File: config.mk
export PLATFORM = sky130hd
export DESIGN_NAME = sound_glu
export DESIGN_NICKNAME = d
export VERILOG_FILES = /design/src/rtl/sound_glu.sv
export SDC_FILE = /design/constraint.sdc
export NUM_CORES = 1
export LEC_CHECK = 0
export CAP_MARGIN = 15
export CORE_MARGIN = 10
export CORE_UTILIZATION = 47
export DETAILED_ROUTE_END_ITERATION = 10
export PLACE_DENSITY = 0.81
export SLEW_MARGIN = 20
export SYNTH_ARGS = -nofsm -noshare
export SYNTH_HDL_FRONTEND = slang
export SYNTH_SLANG_ARGS = --single-unit
File: constraint.sdc
create_clock -name clk -period 1.81 [get_ports clk]
set_input_delay 0.362 -clock clk [delete_from_list [all_inputs] [get_ports clk]]
set_output_delay 0.362 -clock clk [all_outputs]
set_load 0.03 [all_outputs]
File: src/rtl/sound_glu.sv
// CPU-side GLU front end for the Ensoniq DOC: auto-increment pointer, busy flag,
// one-read-behind data latch, and sound RAM arbitration with DOC fetch priority.
module sound_glu #(
    parameter int          RAM_AW        = 16,
    parameter logic [7:0]  IDLE_DOC_ADDR = 8'hE1
) (
    input  logic              clk,
    input  logic              reset,
    input  logic              cpu_sel,
    input  logic              cpu_wr,
    input  logic [1:0]        cpu_addr,
    input  logic [7:0]        cpu_din,
    output logic [7:0]        cpu_dout,
    output logic              doc_wr,
    output logic [7:0]        doc_reg_addr,
    output logic [7:0]        doc_reg_data,
    input  logic [7:0]        doc_data_out,
    input  logic              doc_osc_en,
    input  logic [RAM_AW-1:0] doc_fetch_addr,
    output logic [7:0]        doc_sample_out,
    output logic [RAM_AW-1:0] ram_addr,
    output logic              ram_we,
    output logic [7:0]        ram_din,
    input  logic [7:0]        ram_dout,
    output logic [3:0]        master_vol,
    output logic              busy
);

    typedef enum logic [1:0] {S_IDLE, S_PEND, S_CAPTURE} state_t;

    state_t              state_q, state_d;
    logic [6:0]          ctrl_q, ctrl_d;
    logic [RAM_AW-1:0]   ptr_q, ptr_d;
    logic [7:0]          latch_q, latch_d;
    logic [RAM_AW-1:0]   tgt_q, tgt_d;
    logic [7:0]          wdata_q, wdata_d;
    logic                wr_q, wr_d;
    logic                ram_mode_q, ram_mode_d;
    logic [7:0]          sample_q, sample_d;
    logic                fetch_vld_q, fetch_vld_d;

    logic [15:0]         ptr_ext;
    logic                accept;
    logic                issue_ram;
    logic                issue_doc;

    always_comb begin
        ptr_ext = 16'(ptr_q);
        busy    = (state_q != S_IDLE);
        accept  = cpu_sel && (cpu_addr == 2'd1) && !busy;

        state_d     = state_q;
        ctrl_d      = ctrl_q;
        ptr_d       = ptr_q;
        latch_d     = latch_q;
        tgt_d       = tgt_q;
        wdata_d     = wdata_q;
        wr_d        = wr_q;
        ram_mode_d  = ram_mode_q;
        fetch_vld_d = doc_osc_en;
        sample_d    = fetch_vld_q ? ram_dout : sample_q;

        // Control and pointer writes are honoured regardless of busy.
        if (cpu_sel && cpu_wr) begin
            case (cpu_addr)
                2'd0: ctrl_d = cpu_din[6:0];
                2'd2: ptr_d  = RAM_AW'({ptr_ext[15:8], cpu_din});
                2'd3: ptr_d  = RAM_AW'({cpu_din, ptr_ext[7:0]});
                default: ;
            endcase
        end

        // Mode is frozen at the strobe so a later ctrl write cannot retarget it.
        if (accept) begin
            state_d    = S_PEND;
            wr_d       = cpu_wr;
            wdata_d    = cpu_din;
            ram_mode_d = ctrl_q[6];
            tgt_d      = ctrl_q[6] ? ptr_q : {{(RAM_AW-8){1'b0}}, ptr_q[7:0]};
            if (ctrl_q[5]) begin
                if (ctrl_q[6]) ptr_d = ptr_q + RAM_AW'(1);
                else           ptr_d[7:0] = ptr_q[7:0] + 8'd1;
            end
        end

        issue_ram = (state_q == S_PEND) && ram_mode_q && !doc_osc_en && !reset;
        issue_doc = (state_q == S_PEND) && !ram_mode_q && !reset;

        case (state_q)
            S_PEND: begin
                if (issue_ram || issue_doc) state_d = wr_q ? S_IDLE : S_CAPTURE;
            end
            S_CAPTURE: begin
                latch_d = ram_mode_q ? ram_dout : doc_data_out;
                state_d = S_IDLE;
            end
            default: ;
        endcase

        // DOC oscillator fetch always wins the RAM port.
        if (doc_osc_en)     ram_addr = doc_fetch_addr;
        else if (issue_ram) ram_addr = tgt_q;
        else                ram_addr = '0;
        ram_we       = issue_ram && wr_q;
        ram_din      = wdata_q;
        doc_wr       = issue_doc && wr_q;
        doc_reg_addr = issue_doc ? tgt_q[7:0] : IDLE_DOC_ADDR;
        doc_reg_data = wdata_q;

        case (cpu_addr)
            2'd0:    cpu_dout = {busy, ctrl_q};
            2'd1:    cpu_dout = latch_q;
            2'd2:    cpu_dout = ptr_ext[7:0];
            default: cpu_dout = ptr_ext[15:8];
        endcase
    end

    assign master_vol     = ctrl_q[3:0];
    assign doc_sample_out = sample_q;

    always_ff @(posedge clk) begin
        if (reset) begin
            state_q     <= S_IDLE;
            ctrl_q      <= '0;
            ptr_q       <= '0;
            latch_q     <= '0;
            tgt_q       <= '0;
            wdata_q     <= '0;
            wr_q        <= 1'b0;
            ram_mode_q  <= 1'b0;
            sample_q    <= '0;
            fetch_vld_q <= 1'b0;
        end else begin
            state_q     <= state_d;
            ctrl_q      <= ctrl_d;
            ptr_q       <= ptr_d;
            latch_q     <= latch_d;
            tgt_q       <= tgt_d;
            wdata_q     <= wdata_d;
            wr_q        <= wr_d;
            ram_mode_q  <= ram_mode_d;
            sample_q    <= sample_d;
            fetch_vld_q <= fetch_vld_d;
        end
    end

endmodule
**Word-level counts from Yosys, hierarchy flattened**

Cells that the tools add are included.
W data, S select, Z words.

- Flip-flop bits (word level): 68
- Input bits: 47

- Add/subtract/negate cells: 2
- Equality and inequality tests: 5
- Multiplexer cells: 16
- Reduce and logical (&&, ||, !) cells: 18

Operators with widths:

| kind | count |
|---|---|
| $mux W16 | 6 |
| $mux W8 | 4 |
| $pmux W16 S2 | 1 |
| $pmux W8 S3 | 1 |
| $add A16 B1 Y16 const B | 1 |
| $logic_and A1 B1 Y1 | 10 |
| $add A8 B1 Y8 const B | 1 |
| $eq A2 B2 Y1 const B | 3 |
| $mux W2 | 3 |
| $eq A2 B1 Y1 const B | 2 |
| $logic_not A1 Y1 | 4 |
| $pmux W2 S2 | 1 |
| $logic_not A2 Y1 | 1 |
| $reduce_and A2 Y1 | 1 |
| $reduce_bool A2 Y1 | 1 |
| $logic_or A1 B1 Y1 | 1 |

**Depth between registers and ports, before layout**

- Depth in word-level cells: 7
- Mapped depth: 8
- Mapped depth without buffers: 6

**Worst setup path after synthesis**

Ideal clock, no wire load.

- Path kind: input-to-output
- Start point: input reset
- End point: output ram_addr[10]
- Arrival: 1545 ps
- Required time: 1448 ps
- Slack: -97 ps
- Stages: 5
- Path through: clkbuf_1 nor4bb_1 clkbuf_1 buf_2 a22o_1

- Word-level cells in the longest chain between the ends: 4

RTL lines:

| what | RTL line | RTL |
|---|---|---|
| start: declaration | 8 | `input logic reset,` |
| $logic_not A1 Y1 | 86 | `issue_ram = (state_q == S_PEND) && ram_mode_q && !doc_osc_en && !reset;` |
| $logic_and A1 B1 Y1 | 86 |  |
| $mux W16 | 102 | `else if (issue_ram) ram_addr = tgt_q;` |
| $mux W16 | 101 | `if (doc_osc_en) ram_addr = doc_fetch_addr;` |
| end: declaration | 21 | `output logic [RAM_AW-1:0] ram_addr,` |

Every way passes these cells.

**Worst setup path after layout**

- Start point: register state_q[1]
- End point: output ram_addr[3]

- Word-level cells in the longest chain between the ends: 6

RTL lines:

| what | RTL line | RTL |
|---|---|---|
| start: declaration | 31 | `state_t state_q, state_d;` |
| start signal: assignment | 134 | `state_q <= state_d;` |
| $eq A2 B1 Y1 | 86 |  |
| $logic_and A1 B1 Y1 (3 in a row) | 86 |  |
| $mux W16 | 102 |  |
| $mux W16 | 101 |  |

Every way passes these cells.

==> metrics <==
Internal 2620 uW; via count 3,506; global route overflow 0; cells after synthesis 401; CP arrival 1.75 ns; Initial Utilization 48.0%; fin nets 574; 1st-iter DRT viols 291; Hold Fails Final Rpt 0; synthesis-to-layout area growth 49.2%; Die X 106 microns; fin worst setup slack -0.298 ns; crit end category primary output; Post-Syn Area per Cell 8.64 sq um; Seq pwr share 44.1%; ys flop type dfxtp_1; clk buf depth 2; top routing layer used met4; clk root buf clkbuf_8; sw frac 25.8%; Final Skew 0.0109 ns; Ports 110; failing checks negative setup slack; met3 WL 710 microns; Place WS -0.536 ns; full die area 11,200 sq um; flops & latches, synth 68; vias per cell 5.59; worst IR drop on VDD 0.514 mV; M1 WL 4.95 mm; Max-Cap Viols 0; final setup vio count 27; GRT Util Overall 20.3%; Hold Path Class reg -> reg; layout cells sized above 1 25.9%; Psw 912 uW; fin crit share 116%; Detail Route Antenna Nets 0; clock sinks 68; status finished with violations; Max-slew headroom 58.8%; CTS tree yes; ys async rst share 0%; DR WL/cell 18.5 microns; Slew Viols, Final 0; TritonCTS Buffers 9; Leak 0.00202 uW; die height 106 microns; register area share after synthesis 39.3%; core area 7210 sq um; f_max 474 MHz; PortBufs 109; antenna violations before repair 0; largest area contributor in the netlist dfxtp_1; Antenna diodes 0; CTS Hold Bufs 0; Hold Slack 0.458 ns; syn nets 452; RSZ-0062 raised after global routing yes; met2 wire length 5.85 mm; Worst EP required 1.45 ns; DRC 0; PwrDens 684 nW/um^2; Synth area leaders dfxtp_1, nand2_1, mux2i_1, mux4_2, a21oi_1; crit path kind reg -> out; Post-Syn Area 3460 sq um; Syn. warnings 0; first-pass GRT wire length 18.6 mm; Logic pwr share 16.4%; Post-Route WL 11.6 mm; critical-path maximum fanout 8; clock power share 39.5%; hpwl dp 8.49 mm; Least-Margin Pin Slew 0.619 ns; H-tree depth 3; Yosys top cell area share 39.3%; Tmin final 2.11 ns; standard-cell rows 31; first drt pass iteration count 5; GPL Wtd Cong 0.885; Netlist cell types 41; largest net degree at the start of global routing 58; Worst setup SP type flip-flop; EDFF count, synth 0; clock slew at reported path FFs 0.08 ns; number of global-route vias before repair 3,476; Clk Latency, worst-skew pair 0.35 ns
[power by group through the flow]
stage	logic [uW]	clock network (uW)	registers (uW)
6_report	580	1400	1560
2_1_floorplan	254	0	1610
4_1_cts	573	1410	1560
3_5_place_dp	540	0	1600
3_3_place_gp	532	0	1590
5_1_grt	614	1470	1560
[state kept, by name (all words and copies together), names as in the netlist]
| signal | count |
|---|---|
| ptr_ext | 16 |
| tgt_q | 16 |
| doc_reg_data | 8 |
| doc_sample_out | 8 |
| latch_q | 8 |
| ctrl_q | 7 |
| state_q | 2 |
| fetch_vld_q | 1 |
| ram_mode_q | 1 |
| wr_q | 1 |
[timing repair]
action	4_1_cts	5_1_grt
gates resized for setup	58	32
cloned	2	0
setup buffers	4	1
endpoints found under the setup margin	48	51
pin swaps	5	14
[stage by stage]
step | power (uW) | instances | TNS (ns) | area [sq um] | util, %
2_1_floorplan | 1870 | 401 | 0 | 3480 | -
3_3_place_gp | 2130 | 606 | -18.57 | 4690 | 65.0
3_5_place_dp | 2140 | 606 | -20.49 | 4690 | 65.0
4_1_cts | 3540 | 626 | -6.45 | 5100 | 70.7
5_1_grt | 3650 | 627 | -8.74 | 5170 | 71.6
6_report | 3540 | 627 | -5.93 | 5170 | 71.6
[layout by cell type (no fill, tap or decap), types with 5 or more instances in the layout]
cell              n
nand2_1          65
clkdlybuf4s50_1  62
dfxtp_1          60
buf_4            50
buf_6            30
nor2_1           29
a21oi_1          28
mux2i_1          25
nand3_1          15
a211oi_1         11
clkbuf_8         10
a31oi_1           9
mux4_2            8
a22o_1            7
and2_1            6
nand4_1           6
dlymetal6s2s_1    6
inv_1             5
a22o_2            5
and4_1            5
a2bb2oi_1         5
or3_1             5
dfxtp_2           5
[worst paths after layout]
check / slack [ns] / end / depth (start not counted) / startpoint
min reg2reg: 0.46 / tgt_q[13] / 2 / tgt_q[13]
min: 0.46 / tgt_q[13] / 2 / tgt_q[13]
max reg2reg: 0 / ptr_ext[8] / 7 / state_q[0]
max: -0.30 / ram_addr[3] / 7 / state_q[1]
[logic make-up after synthesis]
logic type / count (synthesis) / share of synthesized area, %
buffers and inverters: 50 / 7.12
and+or+nand+nor: 155 / 22.0
muxes: 33 / 12.4
AOI/OAI and AO/OA: 87 / 16.7
xor gates and xnor gates: 4 / 1.01
DFF: 68 / 39.3
adders and majority gates: 4 / 1.45
[synth_stat cells (all sizes together) (8+ instances only)]
master	instances
dfxtp	68
nand2	67
a21oi	29
nor2	29
buf	26
mux2i	25
clkbuf	18
a22o	16
nand3	16
a211oi	11
a31oi	9
mux4	8
[worst max-delay path: stages, from the launching register on]
cell and delay, ns:
dfxtp_2 0.33, inv_2 0.05, buf_6 0.09, ha_4 0.14, nor4bb_4 0.29, buf_6 0.19, a22o_1 0.16, buf_6 0.14
[cell type report]
class                      instances  area, sq um
clock inverter                     4         72.6
fill                             565         2050
inverter                           6         22.5
timing repair buffer             155         1470
sequential                        68         1380
tap                               99          124
multi-input combinational        283         1950
clock buffer                      12          145
[metal layers]
layer,global-route usage (%),up-vias
met2,34.8,117
li1,-,1681
met5,0,-
met3,5.66,10
met1,24.8,1698
met4,4.35,0
Power figures use the tool's default switching activity.
